[config.mk]
export PLATFORM = sky130hd
export DESIGN_NAME = wasm_instr_loader
export DESIGN_NICKNAME = d
export VERILOG_FILES = /design/src/rtl/wasm_instr_loader_pkg.sv /design/src/rtl/wasm_byte_packer.sv /design/src/rtl/wasm_instr_loader.sv
export SDC_FILE = /design/constraint.sdc
export NUM_CORES = 1
export LEC_CHECK = 0
export ABC_CLOCK_PERIOD_IN_PS = 2900
export CAP_MARGIN = 20
export CELL_PAD_IN_SITES_DETAIL_PLACEMENT = 1
export CELL_PAD_IN_SITES_GLOBAL_PLACEMENT = 1
export CORE_MARGIN = 4
export CORE_UTILIZATION = 35
export DETAILED_ROUTE_END_ITERATION = 16
export PLACE_DENSITY = 0.81
export RECOVER_POWER = 50
export SLEW_MARGIN = 20
export SYNTH_ARGS = -nofsm -noshare
export SYNTH_HDL_FRONTEND = slang
export SYNTH_SLANG_ARGS = --single-unit
[constraint.sdc]
create_clock -name clk -period 2.9 [get_ports clk]
set_clock_uncertainty 0.1 [all_clocks]
set_input_delay 0.435 -clock clk [delete_from_list [all_inputs] [get_ports clk]]
set_output_delay 0.435 -clock clk [all_outputs]
set_load 0.005 [all_outputs]
[src/rtl/wasm_instr_loader_pkg.sv]
// Shared definitions for the WASM instruction loader: FSM encoding, write-window sizing, header bytes.
// Window size follows the instruction-write-width / write-window-size defines unless overridden.
`ifndef WASM_INSTR_WR_WIDTH
`define WASM_INSTR_WR_WIDTH 32
`endif
`ifndef WASM_WR_WINDOW_SIZE
`define WASM_WR_WINDOW_SIZE 4
`endif

package wasm_instr_loader_pkg;

    localparam int PKG_INSTR_WR_W    = `WASM_INSTR_WR_WIDTH;
    localparam int PKG_WR_BYTES      = `WASM_WR_WINDOW_SIZE;
    localparam int PKG_LOG_WR_WINDOW = $clog2(PKG_WR_BYTES);

    localparam logic [2:0] ST_IDLE    = 3'd0;
    localparam logic [2:0] ST_COLLECT = 3'd1;
    localparam logic [2:0] ST_WRITE   = 3'd2;
    localparam logic [2:0] ST_DONE    = 3'd3;
    localparam logic [2:0] ST_ERROR   = 3'd4;

    localparam int MAGIC_LEN = 8;

    // "\0asm" followed by little-endian version 1
    function automatic logic [7:0] magic_byte(input logic [2:0] idx);
        case (idx)
            3'd0:    magic_byte = 8'h00;
            3'd1:    magic_byte = 8'h61;
            3'd2:    magic_byte = 8'h73;
            3'd3:    magic_byte = 8'h6D;
            3'd4:    magic_byte = 8'h01;
            default: magic_byte = 8'h00;
        endcase
    endfunction

endpackage

[src/rtl/wasm_byte_packer.sv]
// Packs bytes little-endian into a write window; unwritten slots stay 0x00 because the register is cleared per window.
// Shift field tracks (fill-1) as a register so it reads 0 out of reset and while empty.
module wasm_byte_packer #(
    parameter int WR_BYTES      = 4,
    parameter int LOG_WR_WINDOW = 2
) (
    input  logic                       clk,
    input  logic                       rst_n,
    input  logic                       i_clr,
    input  logic                       i_push,
    input  logic [7:0]                 i_byte,
    output logic [WR_BYTES*8-1:0]      o_pack,
    output logic [LOG_WR_WINDOW:0]     o_fill,
    output logic [LOG_WR_WINDOW-1:0]   o_shift
);

    logic [WR_BYTES*8-1:0]    r_pack;
    logic [LOG_WR_WINDOW:0]   r_fill;
    logic [LOG_WR_WINDOW-1:0] r_shift;

    always_ff @(posedge clk or negedge rst_n) begin
        if (!rst_n) begin
            r_pack  <= '0;
            r_fill  <= '0;
            r_shift <= '0;
        end else if (i_clr) begin
            r_pack  <= '0;
            r_fill  <= '0;
            r_shift <= '0;
        end else if (i_push) begin
            // push only happens while fill < WR_BYTES, so the low bits index the slot
            r_pack[{r_fill[LOG_WR_WINDOW-1:0], 3'b000} +: 8] <= i_byte;
            r_fill  <= r_fill + (LOG_WR_WINDOW+1)'(1);
            r_shift <= r_fill[LOG_WR_WINDOW-1:0];
        end
    end

    assign o_pack  = r_pack;
    assign o_fill  = r_fill;
    assign o_shift = r_shift;

endmodule

[src/rtl/wasm_instr_loader.sv]
// Streams WASM code bytes into instruction-memory write windows, holding the core until the image is written.
// Optional header check: define WASM_LOADER_MAGIC_CHECK_EN to verify and strip the 8-byte magic/version.
module wasm_instr_loader
    import wasm_instr_loader_pkg::*;
#(
    parameter int WR_BYTES      = PKG_WR_BYTES,
    parameter int LOG_WR_WINDOW = PKG_LOG_WR_WINDOW,
    parameter int CAP_BYTES     = 1024,
    parameter int CNT_W         = 16
) (
    input  logic                     clk,
    input  logic                     rst_n,
    input  logic                     start,
    input  logic [7:0]               s_data,
    input  logic                     s_valid,
    input  logic                     s_last,
    output logic                     s_ready,
    input  logic                     wr_ready,
    output logic                     we,
    output logic [WR_BYTES*8-1:0]    wr_data,
    output logic [LOG_WR_WINDOW-1:0] write_pointer_shift_minusone,
    output logic                     core_hold,
    output logic                     load_done,
    output logic [CNT_W-1:0]         byte_count,
    output logic                     o_load_overflow,
    output logic                     o_magic_err
);

    logic [2:0]             r_state;
    logic                   r_s_ready, r_we, r_core_hold, r_load_done, r_ovf, r_last;
    logic [CNT_W-1:0]       r_byte_count;

    logic [2:0]             w_state_nxt;
    logic                   w_accept, w_push, w_clr, w_err_ovf, w_last_set, w_cnt_add, w_cnt_clr;
    logic                   w_at_cap, w_full_nxt;
    logic [CNT_W-1:0]       w_sum;
    logic [WR_BYTES*8-1:0]  w_pack;
    logic [LOG_WR_WINDOW:0] w_fill;
    logic [LOG_WR_WINDOW-1:0] w_shift;

`ifdef WASM_LOADER_MAGIC_CHECK_EN
    logic [3:0] r_hdr_cnt;
    logic       r_mag;
    logic       w_err_mag, w_hdr_inc;
`endif

    assign w_accept   = s_valid & r_s_ready;
    assign w_sum      = r_byte_count + CNT_W'(w_fill);
    assign w_at_cap   = (w_sum == CNT_W'(CAP_BYTES));
    assign w_full_nxt = (w_fill == (LOG_WR_WINDOW+1)'(WR_BYTES-1));

    always_comb begin
        w_state_nxt = r_state;
        w_push      = 1'b0;
        w_clr       = 1'b0;
        w_err_ovf   = 1'b0;
        w_last_set  = 1'b0;
        w_cnt_add   = 1'b0;
        w_cnt_clr   = 1'b0;
`ifdef WASM_LOADER_MAGIC_CHECK_EN
        w_err_mag   = 1'b0;
        w_hdr_inc   = 1'b0;
`endif
        case (r_state)
            ST_IDLE, ST_DONE: begin
                if (start) begin
                    w_state_nxt = ST_COLLECT;
                    w_clr       = 1'b1;
                    w_cnt_clr   = 1'b1;
                end
            end
            ST_COLLECT: begin
                if (w_accept) begin
`ifdef WASM_LOADER_MAGIC_CHECK_EN
                    if (!r_hdr_cnt[3]) begin
                        if (s_last || (s_data != magic_byte(r_hdr_cnt[2:0]))) begin
                            w_state_nxt = ST_ERROR;
                            w_err_mag   = 1'b1;
                        end else begin
                            w_hdr_inc   = 1'b1;
                        end
                    end else
`endif
                    if (w_at_cap) begin
                        // capacity already reached: drop the byte and lock up
                        w_state_nxt = ST_ERROR;
                        w_err_ovf   = 1'b1;
                    end else begin
                        w_push     = 1'b1;
                        w_last_set = s_last;
                        if (s_last || w_full_nxt)
                            w_state_nxt = ST_WRITE;
                    end
                end
            end
            ST_WRITE: begin
                if (wr_ready) begin
                    w_cnt_add   = 1'b1;
                    w_clr       = 1'b1;
                    w_state_nxt = r_last ? ST_DONE : ST_COLLECT;
                end
            end
            ST_ERROR: w_state_nxt = ST_ERROR;
            default:  w_state_nxt = ST_IDLE;
        endcase
    end

    // Outputs are decoded from the next state so each one comes straight from a flop
    always_ff @(posedge clk or negedge rst_n) begin
        if (!rst_n) begin
            r_state      <= ST_IDLE;
            r_s_ready    <= 1'b0;
            r_we         <= 1'b0;
            r_core_hold  <= 1'b1;
            r_load_done  <= 1'b0;
            r_ovf        <= 1'b0;
            r_last       <= 1'b0;
            r_byte_count <= '0;
        end else begin
            r_state     <= w_state_nxt;
            r_s_ready   <= (w_state_nxt == ST_COLLECT);
            r_we        <= (w_state_nxt == ST_WRITE);
            r_core_hold <= (w_state_nxt != ST_DONE);
            r_load_done <= (w_state_nxt == ST_DONE);
            r_ovf       <= r_ovf | w_err_ovf;
            if (w_clr)
                r_last <= 1'b0;
            else if (w_last_set)
                r_last <= 1'b1;
            if (w_cnt_clr)
                r_byte_count <= '0;
            else if (w_cnt_add)
                r_byte_count <= w_sum;
        end
    end

`ifdef WASM_LOADER_MAGIC_CHECK_EN
    always_ff @(posedge clk or negedge rst_n) begin
        if (!rst_n) begin
            r_hdr_cnt <= '0;
            r_mag     <= 1'b0;
        end else begin
            r_mag <= r_mag | w_err_mag;
            if (w_cnt_clr)
                r_hdr_cnt <= '0;
            else if (w_hdr_inc)
                r_hdr_cnt <= r_hdr_cnt + 4'd1;
        end
    end
    assign o_magic_err = r_mag;
`else
    assign o_magic_err = 1'b0;
`endif

    wasm_byte_packer #(
        .WR_BYTES      (WR_BYTES),
        .LOG_WR_WINDOW (LOG_WR_WINDOW)
    ) u_packer (
        .clk     (clk),
        .rst_n   (rst_n),
        .i_clr   (w_clr),
        .i_push  (w_push),
        .i_byte  (s_data),
        .o_pack  (w_pack),
        .o_fill  (w_fill),
        .o_shift (w_shift)
    );

    assign s_ready                      = r_s_ready;
    assign we                           = r_we;
    assign wr_data                      = w_pack;
    assign write_pointer_shift_minusone = w_shift;
    assign core_hold                    = r_core_hold;
    assign load_done                    = r_load_done;
    assign byte_count                   = r_byte_count;
    assign o_load_overflow              = r_ovf;

endmodule

Word level (Yosys, flattened, before mapping)
Cells that the tools add are included.
{ "classes": {"addsub": 3, "multipliers": 0, "div_mod_pow": 0, "magnitude_cmp": 0, "eq_ne": 10, "shift": 2, "n_mux": 32, "bitwise_logic": 2, "n_reduce_logical": 6} }
{ "ops": {"columns": ["op", "n"], "rows": [
  ["32-bit two-way mux", 2],
  ["32-bit bitwise mux", 1],
  ["16-bit two-way mux", 2],
  ["8-bit by 7-bit variable shift with 32-bit output, first input constant", 1],
  ["8-bit by 7-bit indexed part select with 32-bit output", 1],
  ["3-bit two-way mux", 7],
  ["16-bit by 3-bit adder with 16-bit output", 1],
  ["16-bit by 11-bit == test with 1-bit output, second input constant", 1],
  ["3-bit by 2-bit == test with 1-bit output, second input constant", 5],
  ["1-bit two-way mux", 15],
  ["3-bit case mux with 4 select lines", 1],
  ["5-bit negator with 7-bit output", 1],
  ["3-bit by 1-bit == test with 1-bit output, second input constant", 2],
  ["2-bit two-way mux", 3],
  ["2-bit nonzero test", 3],
  ["3-bit by 1-bit adder with 3-bit output, second input constant", 1],
  ["3-bit == test, second input constant", 1],
  ["3-bit logical NOT", 1],
  ["3-bit by 2-bit != test with 1-bit output, second input constant", 1],
  ["1-bit case mux with 2 select lines", 1],
  ["2-bit OR reduction", 1],
  ["1-bit bitwise AND", 1],
  ["1-bit logical OR", 1],
  ["1-bit OR", 1]
]} }
{ "totals": {"regBits": 62, "latch_bits": 0, "mem_bits_rw": 0, "mem_bits_ro": 0, "input_bits": 14, "out_inout_bits": 56, "wordCells": 66, "mem_count": 0} }

Longest topological paths before layout
{ "depth": {"word_depth": 7, "ltp_mapped": 9, "ltp_nobuf": 8} }

Cells and area by module
From an unflattened synthesis, not the netlist that was laid out.
{ "hier_totals": {"cells_unflattened": 315, "area_unflattened_um2": 3369.5} }
{ "modules_own_cells": {"columns": ["module", "n_inst", "cells_each", "area_per_inst_um2", "seq_area_each_um2"], "rows": [
  ["wasm_byte_packer", 1, 133, 1687.9, 925.9],
  ["wasm_instr_loader", 1, 182, 1681.6, 626.9]
]} }

Least setup slack after synthesis
OpenSTA, ideal clock, no wires.
{ "synth_timing": {"kind": "reg-to-reg", "startpoint": "register u_packer.r_fill[0], in the netlist u_packer.o_fill[0]", "endpoint": "register u_packer.r_pack[0], in the netlist u_packer.o_pack[0]", "setup_ns": 0.080, "arrival_ns": 2.586, "required_time_ns": 2.720, "slack_ns": 0.134, "stages_incl_launch_ff": 9, "n_path_buf": 0, "period_less_slack_ns": 2.766, "path_cell_list": "dfrtp_1 -> ha_1 -> fa_1 -> a21oi_2 -> or4_4 -> xor2_1 -> a211o_4 -> o211ai_4 -> mux2i_1"} }
{ "synth_via": {"elab_chain_len": 6, "elab_cells_between_ends": 12, "cone_classes": "add/sub: 2; eq/ne: 1; shift: 2; mux: 6; reduce/logical: 1"} }
{ "synth_rtl": {"columns": ["item", "line_no", "source"], "rows": [
  ["start: declaration", "wasm_byte_packer.sv:18", "logic [LOG_WR_WINDOW:0] r_fill;"],
  ["start signal: assignment", "wasm_byte_packer.sv:33", "r_fill <= r_fill + (LOG_WR_WINDOW+1)'(1);"],
  ["16-bit by 3-bit adder with 16-bit output", "wasm_instr_loader.sv:48", "assign w_sum = r_byte_count + CNT_W'(w_fill);"],
  ["16-bit by 11-bit == test with 1-bit output", "wasm_instr_loader.sv:49", "assign w_at_cap = (w_sum == CNT_W'(CAP_BYTES));"],
  ["1-bit two-way mux", "wasm_instr_loader.sv:84", "if (w_at_cap) begin"],
  ["1-bit two-way mux", "wasm_instr_loader.sv:73", "if (w_accept) begin"],
  ["1-bit two-way mux", "wasm_instr_loader.sv:64", "case (r_state)"],
  ["2-bit nonzero test (no line)", null, null],
  ["end signal: indexed assignment", "wasm_byte_packer.sv:32", "r_pack[{r_fill[LOG_WR_WINDOW-1:0], 3'b000} +: 8] <= i_byte;"],
  ["end: declaration", "wasm_byte_packer.sv:17", "logic [WR_BYTES*8-1:0] r_pack;"]
]} }
Parallel ways exist; a longest one is shown, timed or not. The select of a mux whose other input is x is not followed.
A chain may end at the register's enable or synchronous reset.

Final worst setup path
{ "layout_timing": {"startpoint": "register r_byte_count[0], in the netlist byte_count[0]", "endpoint": "register u_packer.r_fill[2], in the netlist u_packer.o_fill[2]"} }
{ "layout_via": {"elab_chain_len": 6} }
{ "layout_rtl": {"columns": ["item", "line_no", "source"], "rows": [
  ["start: declaration", "wasm_instr_loader.sv:31", "logic [CNT_W-1:0] r_byte_count;"],
  ["start signal: assignment", "wasm_instr_loader.sv:133", "r_byte_count <= w_sum;"],
  ["16-bit by 3-bit adder with 16-bit output", "wasm_instr_loader.sv:48", null],
  ["16-bit by 11-bit == test with 1-bit output", "wasm_instr_loader.sv:49", null],
  ["1-bit two-way mux", "wasm_instr_loader.sv:84", null],
  ["1-bit two-way mux", "wasm_instr_loader.sv:73", null],
  ["1-bit two-way mux", "wasm_instr_loader.sv:64", null],
  ["2-bit nonzero test (no line)", null, null]
]} }
Every way passes these cells.

==> out/results.ini <==
[critical_path]
cp.arrival_ns = 3.01
path_cells = ha_4, fa_2, a21oi_4, xnor2_1, o41ai_2, nand4_2, buf_6, o21ai_4, buf_12, mux2i_2
cp.required_ns = 3.06
crit_family = compound AO/OA/AOI/OAI gates
slowest_delay_ns = 0.43
end_kind = flop
start_kind = flop
crit_fanout = 15
path_class = flop to flop
crit_slowest_cell = dfrtp_1
critPathBufInv = 2

[placement]
placed_area_um2 = 4190
numPortBuffers = 68
place_inst = 514
gp_routability_congestion = 0.789
dp_hpwl_um = 7480

[clock_network]
clk_latency_ns = 0.35
cts_sinks = 62
clkTransAtPathRegs_ns = 0.07
cts_tree = yes
clockBufferDepth = 2
cts_root_buf = clkbuf_8
cts_max_level = 3
cts_buffers = 9
cts-hold-fix-buffers = 0

[timing]
rsz0062_at_grt = true
fin_crit_sh_pct = 98.3
finalHoldViolations = 0
worst_pin_slew_ns = 1.79
drv_slew = 32
slew_headroom_pct = -19.1
setup_viol = 0
setup_tns_ns = 0
holdWs_ns = 0.369
layout_min_cycle_time_ns = 2.85
max_freq_mhz = 351

[final_layout]
instances_no_fill = 539
syn_to_final_growth_pct = 41.5
layout-drive-gt1-share_pct = 17.4
nFillCells = 991
stdcell_area_um2 = 4610
num_antenna_cells = 0
nNetsFinal = 451
multi_input_area_um2 = 1640
seqCellArea_um2 = 1560

[run_status]
status = complete, but fails checks
violations = max-capacitance violations, max-slew violations

[die]
ios = 70
die_h_um = 105
die_width_um = 105
rows = 34
die_area_um2 = 10900
coreArea_um2 = 8890
start_util_pct = 36.7

[yosys]
yosys_warnings = 0
syn-instance-count = 330
synth_top_cell_by_area = dfrtp_1
synth.top_cell.area_share_pct = 46.8
ys_ff_latch = 62
synthArstFlopShare_pct = 100
yosys_most_used_dff = dfrtp_1
synth_edf_count = 0
synth_cell_types = 58
avgSynthCellArea_um2 = 9.88
synth_fp_nets = 355
synth_area_um2 = 3260
yosysSeqAreaShare_pct = 47.6
synthTopCellsByArea = dfrtp_1 47%, nand2_1 4.6%, inv_1 4.4%, mux2i_1 4.3%, o32ai_1 4.3%

[drt]
route.detailed.drc = 0
drt_iter0_markers = 138
ant_nets = 0
wirelength_um = 11500
num_vias = 3075
wire_per_inst_um = 21.4
first_pass_iters = 4
viasPerCell = 5.71

[global_route]
gr-total-overflow = 0
antenna_found_initial = 0
grt_max_degree = 33
grtUsageTotal_pct = 20.5
grt_pass1_vias = 3273
grt_pass1_wl_um = 17900

[power_and_ir_drop]
power.leakage_nw = 2.07
power_mw = 3.41
p_per_area_nw_per_um2 = 738
max-vdd-ir-drop_uv = 346

[worst_hold_path]
hold_path_class = flop to flop

[job]
drv_cap = 1

[power breakdown]
group	internal (mW)	leakage, nW	switching (mW)
sequential	0.973	0.844	0.0936
clock	0.509	0.113	0.373
combinational	0.651	1.11	0.805
total	2.13	2.07	1.27
[worst reg2reg max path, delay by kind of cell, from the launching register on]
kind                     cells  cell delay [ns]
adder cells (fa/ha/maj)      2             0.58
buffers and inverters        2             0.37
XOR/XNOR                     1             0.09
AND/OR/NAND/NOR              1             0.24
AO/OA/AOI/OAI                3             0.72
multiplexers                 1             0.22
flip-flops                   1             0.43
[sequential cells by signal, summed over array words and instances (netlist names)]
signal	flops
u_packer.o_fill	3
r_last	1
r_state	3
byte_count	16
u_packer.o_pack	32
core_hold	1
s_ready	1
u_packer.o_shift	2
load_done	1
o_load_overflow	1
we	1
[stage by stage]
step | setup WS [ns] | utilization, %
detailed placement | -0.187 | 47.1
global route | -0.0754 | 51.9
CTS | -0.000667 | 50.8
global placement | 0.0194 | 47.1
floorplan | 0.134 | -
finish | 0.0489 | 51.9
[repair_timing]
item                                    CTS  global route
endpoints found under the setup margin   43            44
setup buffers                             4             5
pin swaps                                 4             8
gates resized for setup                  14            16
[layout make-up]
class,count,area share (%)
clock buffer,11,3.06
clock inverter,5,1.79
inverter,38,3.09
multi-input combinational,219,35.5
sequential,62,33.7
tap,108,2.93
timing repair buffer,96,19.9
[cell families (layout without fill, tap and decap cells)]
logic type / Yosys count / count (layout) / share of synthesized area [%]
muxes: 15 / 15 / 4.64
adders and majority gates: 11 / 11 / 4.45
and+or+nand+nor: 91 / 91 / 13.8
other: 1 / 1 / 0.115
xor gates and xnor gates: 8 / 8 / 2.15
AOI/OAI and AO/OA: 93 / 93 / 21.2
buffers and inverters: 49 / 150 / 6.02
DFF: 62 / 62 / 47.6
[Yosys cell counts, types with 5 or more instances]
cell / count
xnor2_1: 6
dfrtp_1: 61
mux2i_1: 14
inv_1: 38
nor2_1: 18
clkbuf_1: 5
o22ai_1: 8
nand4_1: 8
nand2_1: 40
o31ai_1: 5
o32ai_1: 16
a21oi_1: 11
o21ai_0: 24
ha_1: 10
[layout by cell type, fill, tap and decap left out, types with 2 or more instances in the layout]
| cell | Yosys | final |
|---|---|---|
| dfrtp_2 | 0 | 3 |
| buf_6 | 0 | 3 |
| xnor2_1 | 6 | 5 |
| nor3_1 | 2 | 2 |
| a31oi_1 | 2 | 2 |
| inv_1 | 38 | 38 |
| a21oi_2 | 1 | 4 |
| a21o_1 | 3 | 3 |
| nand4_1 | 8 | 8 |
| o22ai_1 | 8 | 8 |
| nand2_1 | 40 | 40 |
| nor2_1 | 18 | 18 |
| xor2_2 | 0 | 2 |
| and3_1 | 2 | 2 |
| bufinv_16 | 0 | 2 |
| o21ai_0 | 24 | 24 |
| dfrtp_1 | 61 | 58 |
| buf_12 | 0 | 2 |
| a21oi_1 | 11 | 7 |
| nand3_1 | 3 | 3 |
| ha_1 | 10 | 8 |
| clkbuf_8 | 0 | 10 |
| buf_4 | 2 | 22 |
| a22o_1 | 4 | 4 |
| ha_4 | 0 | 2 |
| o31ai_1 | 5 | 5 |
| clkbuf_1 | 5 | 2 |
| mux2i_1 | 14 | 12 |
| nand2b_1 | 2 | 2 |
| mux2i_2 | 0 | 2 |
| or2_2 | 2 | 2 |
| o32ai_1 | 16 | 16 |
| dlygate4sd3_1 | 0 | 22 |
| clkinv_4 | 0 | 2 |
| clkdlybuf4s50_1 | 0 | 45 |
| o41ai_1 | 3 | 2 |
| nor2b_1 | 2 | 2 |
[worst paths after layout]
check	startpoint	end	slack (ns)	cells past startpoint
max in group asynchronous	rst_n	byte_count[1]$_DFFE_PN0P_	0.55	2
min reg2reg	o_load_overflow$_DFF_PN0_	o_load_overflow$_DFF_PN0_	0.37	1
min	o_load_overflow$_DFF_PN0_	o_load_overflow$_DFF_PN0_	0.37	1
min in group asynchronous	rst_n	byte_count[6]$_DFFE_PN0P_	0.45	1
max	byte_count[0]$_DFFE_PN0P_	u_packer.o_fill[2]$_DFFE_PN0P_	0.05	10
max reg2reg	byte_count[0]$_DFFE_PN0P_	u_packer.o_fill[2]$_DFFE_PN0P_	0.05	10
[layer usage]
layer | share of wire, % | up-vias | wire (um) | GRT usage (%)
li1 | - | 1369 | - | -
met5 | 0 | - | 0 | 0
met3 | 4.8 | 24 | 558 | 3.58
met4 | 2.7 | 0 | 317 | 8.83
met1 | 41 | 1595 | 4760 | 25.9
met2 | 51 | 87 | 5900 | 34.6
No activity file was read; power rests on OpenSTA's default activity.
